$ cat src/rtl/spi_txn_ctrl.sv
// Burst sequencer in front of a single-byte SPI master: accepts a command,
// frames the burst with slave select and moves tx/rx bytes through the master.
module spi_txn_ctrl #(
  parameter int unsigned NUM_SS   = 4,
  parameter int unsigned SS_W     = 2,
  parameter int unsigned LEN_W    = 4,
  parameter int unsigned CS_SETUP = 4,
  parameter int unsigned CS_HOLD  = 4
) (
  input  logic              clk,
  input  logic              reset_n,
  input  logic              cmd_valid,
  output logic              cmd_ready,
  input  logic [SS_W-1:0]   cmd_ss,
  input  logic [LEN_W-1:0]  cmd_len,
  input  logic              cmd_cpol,
  input  logic              cmd_cpha,
  input  logic              tx_valid,
  output logic              tx_ready,
  input  logic [7:0]        tx_data,
  output logic              rx_valid,
  input  logic              rx_ready,
  output logic [7:0]        rx_data,
  output logic              rx_last,
  output logic              txn_done,
  output logic              busy,
  output logic              m_cpol,
  output logic              m_cpha,
  output logic              m_start,
  output logic [7:0]        m_tx_data,
  input  logic [7:0]        m_rx_data,
  input  logic              m_done,
  input  logic              m_ready,
  output logic [NUM_SS-1:0] SS_n
);

  localparam int unsigned CNT_MAX = (CS_SETUP > CS_HOLD) ? CS_SETUP : CS_HOLD;
  localparam int unsigned CNT_W   = (CNT_MAX > 1) ? $clog2(CNT_MAX) : 1;
  localparam logic [CNT_W-1:0] SETUP_LAST = CNT_W'(CS_SETUP - 1);
  localparam logic [CNT_W-1:0] HOLD_LAST  = CNT_W'(CS_HOLD - 1);

  typedef enum logic [2:0] {
    ST_IDLE, ST_PRE, ST_SETUP, ST_FETCH, ST_START, ST_XFER, ST_RXOUT, ST_HOLD
  } state_e;

  state_e             state_q, state_d;
  logic [SS_W-1:0]    ss_q, ss_d;
  logic [LEN_W-1:0]   rem_q, rem_d;
  logic [CNT_W-1:0]   cnt_q, cnt_d;
  logic               cpol_q, cpol_d, cpha_q, cpha_d;
  logic               m_start_q, m_start_d;
  logic [7:0]         m_tx_data_q, m_tx_data_d;
  logic [7:0]         rx_data_q, rx_data_d;
  logic               rx_valid_q, rx_valid_d;
  logic               rx_last_q, rx_last_d;
  logic               txn_done_q, txn_done_d;
  logic               busy_q, busy_d;
  logic [NUM_SS-1:0]  ss_n_q, ss_n_d;

  // Ready is withheld while reset is asserted so the host sees no handshake.
  assign cmd_ready = reset_n && (state_q == ST_IDLE);
  assign tx_ready  = (state_q == ST_FETCH);

  always_comb begin
    state_d     = state_q;
    ss_d        = ss_q;
    rem_d       = rem_q;
    cnt_d       = cnt_q;
    cpol_d      = cpol_q;
    cpha_d      = cpha_q;
    m_start_d   = 1'b0;
    m_tx_data_d = m_tx_data_q;
    rx_data_d   = rx_data_q;
    rx_valid_d  = rx_valid_q;
    rx_last_d   = rx_last_q;
    txn_done_d  = 1'b0;
    ss_n_d      = ss_n_q;
    unique case (state_q)
      ST_IDLE: begin
        if (cmd_valid && cmd_ready) begin
          ss_d   = cmd_ss;
          rem_d  = cmd_len;
          cpol_d = cmd_cpol;
          cpha_d = cmd_cpha;
          if (cmd_len == '0) txn_done_d = 1'b1;
          else               state_d    = ST_PRE;
        end
      end
      ST_PRE: begin
        ss_n_d       = '1;
        ss_n_d[ss_q] = 1'b0;
        cnt_d        = '0;
        state_d      = ST_SETUP;
      end
      ST_SETUP: begin
        if (cnt_q == SETUP_LAST) state_d = ST_FETCH;
        else                     cnt_d   = cnt_q + CNT_W'(1);
      end
      ST_FETCH: begin
        if (tx_valid) begin
          m_tx_data_d = tx_data;
          state_d     = ST_START;
        end
      end
      ST_START: begin
        if (m_ready) begin
          m_start_d = 1'b1;
          state_d   = ST_XFER;
        end
      end
      ST_XFER: begin
        if (m_done) begin
          rx_data_d  = m_rx_data;
          rx_valid_d = 1'b1;
          rx_last_d  = (rem_q == LEN_W'(1));
          rem_d      = rem_q - LEN_W'(1);
          state_d    = ST_RXOUT;
        end
      end
      ST_RXOUT: begin
        if (rx_ready) begin
          rx_valid_d = 1'b0;
          rx_last_d  = 1'b0;
          cnt_d      = '0;
          state_d    = (rem_q == '0) ? ST_HOLD : ST_FETCH;
        end
      end
      ST_HOLD: begin
        if (cnt_q == HOLD_LAST) begin
          ss_n_d     = '1;
          txn_done_d = 1'b1;
          state_d    = ST_IDLE;
        end else begin
          cnt_d = cnt_q + CNT_W'(1);
        end
      end
      default: state_d = ST_IDLE;
    endcase
    busy_d = (state_d != ST_IDLE);
  end

  always_ff @(posedge clk or negedge reset_n) begin
    if (!reset_n) begin
      state_q     <= ST_IDLE;
      ss_q        <= '0;
      rem_q       <= '0;
      cnt_q       <= '0;
      cpol_q      <= 1'b0;
      cpha_q      <= 1'b0;
      m_start_q   <= 1'b0;
      m_tx_data_q <= '0;
      rx_data_q   <= '0;
      rx_valid_q  <= 1'b0;
      rx_last_q   <= 1'b0;
      txn_done_q  <= 1'b0;
      busy_q      <= 1'b0;
      ss_n_q      <= '1;
    end else begin
      state_q     <= state_d;
      ss_q        <= ss_d;
      rem_q       <= rem_d;
      cnt_q       <= cnt_d;
      cpol_q      <= cpol_d;
      cpha_q      <= cpha_d;
      m_start_q   <= m_start_d;
      m_tx_data_q <= m_tx_data_d;
      rx_data_q   <= rx_data_d;
      rx_valid_q  <= rx_valid_d;
      rx_last_q   <= rx_last_d;
      txn_done_q  <= txn_done_d;
      busy_q      <= busy_d;
      ss_n_q      <= ss_n_d;
    end
  end

  assign m_cpol    = cpol_q;
  assign m_cpha    = cpha_q;
  assign m_start   = m_start_q;
  assign m_tx_data = m_tx_data_q;
  assign rx_data   = rx_data_q;
  assign rx_valid  = rx_valid_q;
  assign rx_last   = rx_last_q;
  assign txn_done  = txn_done_q;
  assign busy      = busy_q;
  assign SS_n      = ss_n_q;

endmodule
$ cat config.mk
export PLATFORM = sky130hd
export DESIGN_NAME = spi_txn_ctrl
export DESIGN_NICKNAME = d
export VERILOG_FILES = /design/src/rtl/spi_txn_ctrl.sv
export SDC_FILE = /design/constraint.sdc
export NUM_CORES = 1
export LEC_CHECK = 0
export BUFFER_PORTS_ARGS = -buffer_cell sky130_fd_sc_hd__buf_2
export CORE_ASPECT_RATIO = 0.5
export CORE_UTILIZATION = 50
export DETAILED_ROUTE_END_ITERATION = 8
export PLACE_DENSITY_LB_ADDON = 0.08
export REMOVE_ABC_BUFFERS = 1
export SYNTH_ARGS = -nofsm -noshare
export SYNTH_HDL_FRONTEND = slang
export SYNTH_SLANG_ARGS = --single-unit
$ cat constraint.sdc
create_clock -name clk -period 2.6 [get_ports clk]
set_input_delay 0.26 -clock clk [delete_from_list [all_inputs] [get_ports clk]]
set_output_delay 0.26 -clock clk [all_outputs]
set_load 0.005 [all_outputs]
Word-level counts from Yosys, hierarchy flattened
Cells that the tools add are included.
{"block": "classes", "n_addsub": 2, "n_mux": 31, "n_lt_le_gt_ge": 2, "n_bitwise": 1, "eq_ne": 14, "n_reduce_logical": 19}
{"cell": "$mux 3", "n": 9}
{"cell": "$pmux 3 s8", "n": 1}
{"cell": "$pmux 4 s2", "n": 2}
{"cell": "$eq 3x3->1 const B", "n": 4}
{"cell": "$mux 4", "n": 3}
{"cell": "$mux 1", "n": 9}
{"cell": "$reduce_and 3->1", "n": 3}
{"cell": "$logic_not 4->1", "n": 2}
{"cell": "$ne 2x2->1 const B", "n": 4}
{"cell": "$reduce_and 2->1", "n": 4}
{"cell": "$eq 3x2->1 const B", "n": 2}
{"cell": "$pmux 1 s2", "n": 3}
{"cell": "$pmux 2 s3", "n": 1}
{"cell": "$reduce_bool 2->1", "n": 3}
{"cell": "$reduce_bool 3->1", "n": 2}
{"cell": "$eq 4x1->1 const B", "n": 1}
{"cell": "$mux 2", "n": 2}
{"cell": "$not 4->4", "n": 1}
{"cell": "$sub 4x1->4 const B", "n": 1}
{"cell": "$eq 3x1->1 const B", "n": 1}
{"cell": "$logic_and 1x1->1", "n": 3}
{"cell": "$logic_not 3->1", "n": 1}
{"cell": "$lt 2x3->1 const B", "n": 1}
{"cell": "$add 2x1->2 const B", "n": 1}
{"cell": "5 further kinds", "n": 5}
{"block": "word_totals", "word_cells": 83, "regBits": 38}

Longest topological paths before layout
Gate-level depths: netlist of run 1.
{"block": "depth", "ltp_word": 6, "depth_mapped": 7, "ltp_nobuf": 5}

Least setup slack after synthesis of run 1
Ideal clock, no wire load.
{"block": "synth_timing", "kind": "register -> register", "startpoint": "register cnt_q[0]", "endpoint": "register busy_q, in the netlist busy", "path_stages_with_launch": 6, "path_slack_ns": 1.000, "t_arrival_ns": 1.469, "synth_period_minus_slack_ns": 1.600, "path_cell_list": "dfrtp_1 -> ha_1 -> and3b_2 -> a211oi_2 -> o22ai_1 -> or3_1"}
{"block": "synth_between", "elab_chain_len": 4, "word_cells_on_any_way": 5, "classes_between": "eq/ne: 1; mux: 3; reduce/logical: 1"}
{"item": "from (decl)", "line": "49", "source": "logic [CNT_W-1:0] cnt_q, cnt_d;"}
{"item": "from (signal assigned)", "line": "162", "source": "cnt_q <= cnt_d;"}
{"item": "$eq 2x2->1 (*)", "line": "96, 129"}
{"item": "$mux 3 (on tied branches)", "line": "129, 96"}
{"item": "$pmux 3 s8 (*)", "line": "78", "source": "unique case (state_q)"}
{"item": "via state_d[0]", "line": "46", "source": "state_e state_q, state_d;"}
{"item": "$reduce_bool 3->1 (*)", "line": "139", "source": "busy_d = (state_d != ST_IDLE);"}
{"item": "via busy_d", "line": "57", "source": "logic busy_q, busy_d;"}
{"item": "to (signal assigned)", "line": "171", "source": "busy_q <= busy_d;"}
{"item": "to (decl)", "line": "57"}
Mark *: on every way through the listed nets, which the timed path passes. The rest lies on a longest branch.
A chain may end at the register's enable or synchronous reset.

Final worst setup path of run 1
{"block": "layout_timing", "startpoint": "register state_q[1]", "endpoint": "register rem_q[0]"}
{"block": "layout_between", "elab_chain_len": 5, "word_cells_on_any_way": 9, "classes_between": "eq/ne: 3; mux: 1; reduce/logical: 5"}
{"item": "from (decl)", "line": "46"}
{"item": "from (signal assigned)", "line": "159", "source": "state_q <= state_d;"}
{"item": "$logic_not 3->1", "line": "61, 78"}
{"item": "$logic_and 1x1->1", "line": "61", "source": "assign cmd_ready = reset_n && (state_q == ST_IDLE);"}
{"item": "$logic_and 1x1->1", "line": "80", "source": "if (cmd_valid && cmd_ready) begin"}
{"item": "$ne 2x1->1 (no source line)"}
{"item": "$reduce_and 3->1 (no source line)"}
{"item": "to (signal assigned)", "line": "161", "source": "rem_q <= rem_d;"}
{"item": "to (decl)", "line": "48", "source": "logic [LEN_W-1:0] rem_q, rem_d;"}
Several ways; a longest one is shown, not always the timed one.

==> results.toml, run 1 <==
[sta]
hold_ws_ns = 0.0467
worst_pin_slew_ns = 0.649
rsz0062_at_grt = "no"
layout_setup_ws_ns = 0.571
slew_viol_final = 0
max_slew_margin_pct = 56.7
setup_tns_ns = 0
finalClockSkew_ns = 0.00678
finalSetupViolations = 0
finalCriticalPeriod_ns = 2.03
hold_viol = 0
fin_crit_sh_pct = 78.0
fmax_mhz = 493

[grt]
grt_max_degree = 39
grt_pass1_wl_mm = 5.95
grt_overflow = 0
antenna_found_initial = 0
grt.total_usage_pct = 20.4
grt_pass1_vias = 1287

[cells_and_area]
areaGrowthSynthToFinish_pct = 24.1
mostFrequentLayoutCell = "buf_2"
drive_above_1_share_pct = 34.9
layout.nets = 266
diodes = 0
final_cell_mix = "59 x buf_2, 34 x dfrtp_1, 26 x nand2_1"
regArea_um2 = 956
multi_input_area_um2 = 826
n_fill_cell = 279
utilization_pct = 66.2

[drt]
routed_wl_mm = 3.82
postRouteAntennaNets = 0
firstDrtPassIters = 5
route.detailed.drc = 0
num_vias = 1491
routedWlPerCell_um = 13.5
drt_iter0_drc = 73
viasPerCell = 5.27

[flow_run]
cap_violations = 0

[synth]
synth_ff_type = "dfrtp_1"
avgSynthCellArea_um2 = 10.9
ys.warnings.count = 0
synth_cell_type_count = 48
synth_cells = 171
synth_seq_cells = 38
synth_edf_count = 0
ys_async_sr_fraction_pct = 100
ys_seq_area_share_pct = 51.1
syn-cell-area_mm2 = 0.00187

[worst_setup_path]
arrival_ns = 2.21
cp_max_fo = 19
rr_endpoint = "rem_q[0]"
r2r_cells = 4
crit_type = "register to register"
reg2reg_from = "state_q[1]"
cp-start-kind = "register"
cp.required_ns = 2.78
regToRegSetupSlack_ns = 0.57
end_kind = "register"

[clock_tree]
root_buffer = "clkbuf_8"
post_cts_resized = 0
post_cts.repair.setup_buffers = 0
clkTransAtPathRegs_ns = 0.08
cts_tree = "yes"
cts_made_buffers = 5
cts.sinks = 38
max-clock-path-buffers = 2
htreeDepth = 2
worstSkewPairLatency_ns = 0.29
ctsHoldBuffers = 0

[die]
pin_count = 60
die_area_mm2 = 0.00401
die_y_um = 45.3
start_util_pct = 53.3
die_x_um = 88.5
fp-row-count = 15
fp.coreArea_mm2 = 0.00351

[min_path]
hp-class = "input port to asynchronous set/reset pin"

[power_and_ir_drop]
p_int_uw = 1770
p_leak_uw = 0.00115
net-switching-power_uw = 974
ir_worst_vdd_uv = 573
comb_power_share_pct = 37.0
pwr-share-clk_pct = 21.8
power_density_mw_per_mm2 = 1180
power.share.sequential_pct = 41.2
switching_share_pct = 35.4

[placed_design]
dp_hpwl_mm = 2.87
place_congestion = 0.851
port_buffers = 59
dp_slack_ns = 0.557

[outcome]
status = "complete, no violations"
[critical path: stages, from the launching register on]
cell	delay, ns
dfrtp_1	0.76
and3b_1	0.32
nand2_1	0.39
nand2_1	0.18
o221a_1	0.27
[state kept, by name (all words and copies together), names as in the netlist, 2 cells and up]
register / flops
ss_q: 2
SS_n: 4
m_tx_data: 8
cnt_q: 2
state_q: 3
rem_q: 4
rx_data: 8
[Yosys cell counts, drive strengths merged (3+ instances only)]
| master | count | share of area (%) |
|---|---|---|
| nor3 | 3 | 0.80 |
| dfrtp | 34 | 45 |
| inv | 8 | 1.6 |
| o22ai | 3 | 1.0 |
| and3 | 3 | 1.1 |
| nand3 | 4 | 1.1 |
| o221a | 3 | 1.8 |
| a211oi | 4 | 1.9 |
| nand2 | 26 | 5.2 |
| buf | 8 | 3.2 |
| o21ai | 8 | 2.1 |
| ha | 4 | 2.7 |
| nor2 | 13 | 2.6 |
| dfstp | 4 | 5.6 |
| mux2 | 17 | 10 |
[worst max-delay path by stage]
stage               start  endpoint  cells past startpoint
4_1_cts        state_q[1]  rem_q[0]                      4
3_5_place_dp   state_q[1]  rem_q[0]                      4
5_1_grt        state_q[1]  rem_q[1]                      4
2_1_floorplan  state_q[1]  rem_q[0]                      4
6_report       state_q[1]  rem_q[0]                      4
3_3_place_gp   state_q[1]  rem_q[0]                      4
[per-stage QoR]
step           cell area, µm²  cells  total power, µW
6_report                 2320    283             2750
5_1_grt                  2320    283             2960
4_1_cts                  2320    283             2760
3_5_place_dp             2190    275             2160
3_3_place_gp             2190    275             2120
2_1_floorplan            1810    163             1750
[cells by family (layout without fill, tap and decap cells)]
family                     count (synthesis)  after routing  synth area share (%)
adders and majority gates                  4              4                  2.67
DFF                                       38             38                  51.1
muxes                                     18             18                  11.0
buffers and inverters                     16             77                  4.81
AOI/OAI and AO/OA                         33             33                  13.1
xor gates and xnor gates                   1              1                 0.468
and+or+nand+nor                           61             61                  16.9
[power groups by stage]
stage                     Clock, µW  Sequential, µW  Combinational (µW)
after floorplan                   0            1140                 608
after global placement            0            1130                 992
after detailed placement          0            1140                1020
after CTS                       609            1130                1020
after global routing            627            1180                1150
final                           600            1130                1020
[cell type report]
cell class,count,area share [%]
clock buffers,5,2.96
clock inverters,3,2.96
inverters,8,1.29
multi-input cells,117,35.5
flip-flops and latches,38,41.1
well taps,51,2.75
repair buffers,61,13.4
[per-layer routing]
metal	GRT usage, %	up-vias	part of all wire (%)
met3	5.12	7	6.6
met1	28.2	698	50
met5	0	-	0
li1	-	730	-
met2	31.2	56	42
met4	8.06	0	1.6
No activity file was read; power rests on OpenSTA's default activity.
==> run 2, diff against run 1 <==
==> constraint.sdc (replaced) <==
create_clock -name clk -period 2.12 [get_ports clk]
set_input_delay 0.212 -clock clk [delete_from_list [all_inputs] [get_ports clk]]
set_output_delay 0.212 -clock clk [all_outputs]
set_load 0.005 [all_outputs]
==> run 2 against run 1 <==
Via count increased by 1.6%. Final cell count increased by 1.1%. Clock skew decreased by 0.0018 ns. Final area about the same. Non-clock buffer count increased by 3. Fmax increased by 13%. Combinational power increased by 35%. Sequential cell count unchanged. Sequential share of layout area about the same. First-iteration DRC count decreased by 25%.
==> results.toml, run 2 (synthesis results as in run 1) <==
[outcome]
status = "complete, no violations"

[worst_setup_path]
cp_max_fo = 12
crit_type = "register to register"
crit_path_max_incr_delay_ns = 0.51
cp.required_ns = 2.28
cp_cell_sequence = "and3b_1, nand2_1, mux2_1"
cp-start-kind = "register"
arrival_ns = 1.96
slowest_stage = "dfrtp_1"
end_kind = "register"

[drt]
postRouteAntennaNets = 0
routed_wl_mm = 4.22
routedWlPerCell_um = 14.8
met3_wirelength_um = 248
num_vias = 1515
viasPerCell = 5.30
wirelength_met1_mm = 2.08
drt_iter0_drc = 55
highest_layer = "met4"
route.detailed.drc = 0
firstDrtPassIters = 4
met2RoutedLength_mm = 1.87

[grt]
antenna_found_initial = 0
grt_pass1_wl_mm = 6.50
grt_overflow = 0
grt_pass1_vias = 1339
grt.total_usage_pct = 22.1
grt_max_degree = 39

[flow_run]
cap_violations = 0

[clock_tree]
cts_made_buffers = 5
max-clock-path-buffers = 2
worstSkewPairLatency_ns = 0.28
post_cts_resized = 0
cts.sinks = 38
clkTransAtPathRegs_ns = 0.08
post_cts.repair.setup_buffers = 0
cts_tree = "yes"
htreeDepth = 2
ctsHoldBuffers = 0
root_buffer = "clkbuf_8"

[power_and_ir_drop]
net-switching-power_uw = 1220
switching_share_pct = 37.0
ir_worst_vdd_uv = 651
p_int_uw = 2090
power.share.sequential_pct = 40.0
p_leak_uw = 0.00115
power_density_mw_per_mm2 = 1430
pwr-share-clk_pct = 18.3
comb_power_share_pct = 41.6

[cells_and_area]
n_fill_cell = 279
fin_area_mm2 = 0.00232
instances_no_fill = 286
layout.nets = 269
drive_above_1_share_pct = 35.7
final_cell_mix = "59 x buf_2, 34 x dfrtp_1, 26 x nand2_1"
areaGrowthSynthToFinish_pct = 24.1
mostFrequentLayoutCell = "buf_2"
diodes = 0

[sta]
finalClockSkew_ns = 0.00494
max_slew_margin_pct = 66.4
setup_tns_ns = 0
hold_viol = 0
fmax_mhz = 557
fin_crit_sh_pct = 84.7
finalCriticalPeriod_ns = 1.80
hold_ws_ns = 0.0248
finalSetupViolations = 0
slew_viol_final = 0
rsz0062_at_grt = "no"
worst_pin_slew_ns = 0.499

[die]
die_y_um = 45.3
die_area_mm2 = 0.00401
start_util_pct = 53.3
fp-row-count = 15
die_x_um = 88.5
fp.coreArea_mm2 = 0.00351
pin_count = 60

[placed_design]
post_dp_cell_area_mm2 = 0.00221
dp_hpwl_mm = 3.21
place_congestion = 0.843
place_inst = 278
port_buffers = 59

[min_path]
hp-class = "input port to asynchronous set/reset pin"
==> run 2: cell types whose count changed in the layout (fill, tap and decap cells not counted) <==
cell	change
buf_4	+3
clkinv_4	-1
bufinv_16	-1
clkinvlp_4	+2
==> run 2: critical path, delay by kind of cell (launching register included) <==
family / cells / cell delay [ns]
simple gates: 2 / 0.73
flops: 1 / 0.51
mux: 1 / 0.43
==> run 2: path summary, 6_finish.rpt <==
check	startpoint	endpoint	slack, ns	cells past startpoint
worst max-delay path	state_q[1]	rx_data[1]	0.32	3
worst min-delay path	reset_n	ss_q[0]	0.02	2
worst max register to register	state_q[1]	rx_data[1]	0.32	3
worst min register to register	SS_n[2]	SS_n[2]	0.46	2
max in group asynchronous	reset_n	SS_n[0]	1.73	2
min in group clk	cmd_cpha	m_cpha	0.12	3
==> run 2: final cells by class <==
cell class	count	area, µm²	area share, %
Sequential cell	38	956	41.2
Multi-Input combinational cell	117	826	35.6
Timing Repair Buffer	64	333	14.3
Clock buffer	5	68.8	2.96
Tap cell	51	63.8	2.75
Clock inverter	3	45.0	1.94
Inverter	8	30.0	1.29
==> run 2: metal layers <==
layer | GRT usage (%) | vias up
met2 | 36.5 | 56
met1 | 30.7 | 716
li1 | - | 739
met5 | 0 | -
met3 | 4.94 | 4
met4 | 4.19 | 0
==> run 2: through the flow <==
step | util [%] | power (µW) | setup slack, ns
6_report | 66.2 | 3310 | 0.324
5_1_grt | 66.2 | 3570 | 0.171
4_1_cts | 66.2 | 3330 | 0.308
3_5_place_dp | 62.9 | 2720 | 0.314
3_3_place_gp | 62.9 | 2660 | 0.403
2_1_floorplan | - | 2150 | 0.379
==> run 2: power by group through the flow <==
stage	sequential [µW]	combinational [µW]	clock, µW
2_1_floorplan	1400	746	0
3_3_place_gp	1320	1330	0
3_5_place_dp	1340	1380	0
4_1_cts	1330	1380	618
5_1_grt	1370	1550	646
6_report	1330	1380	607
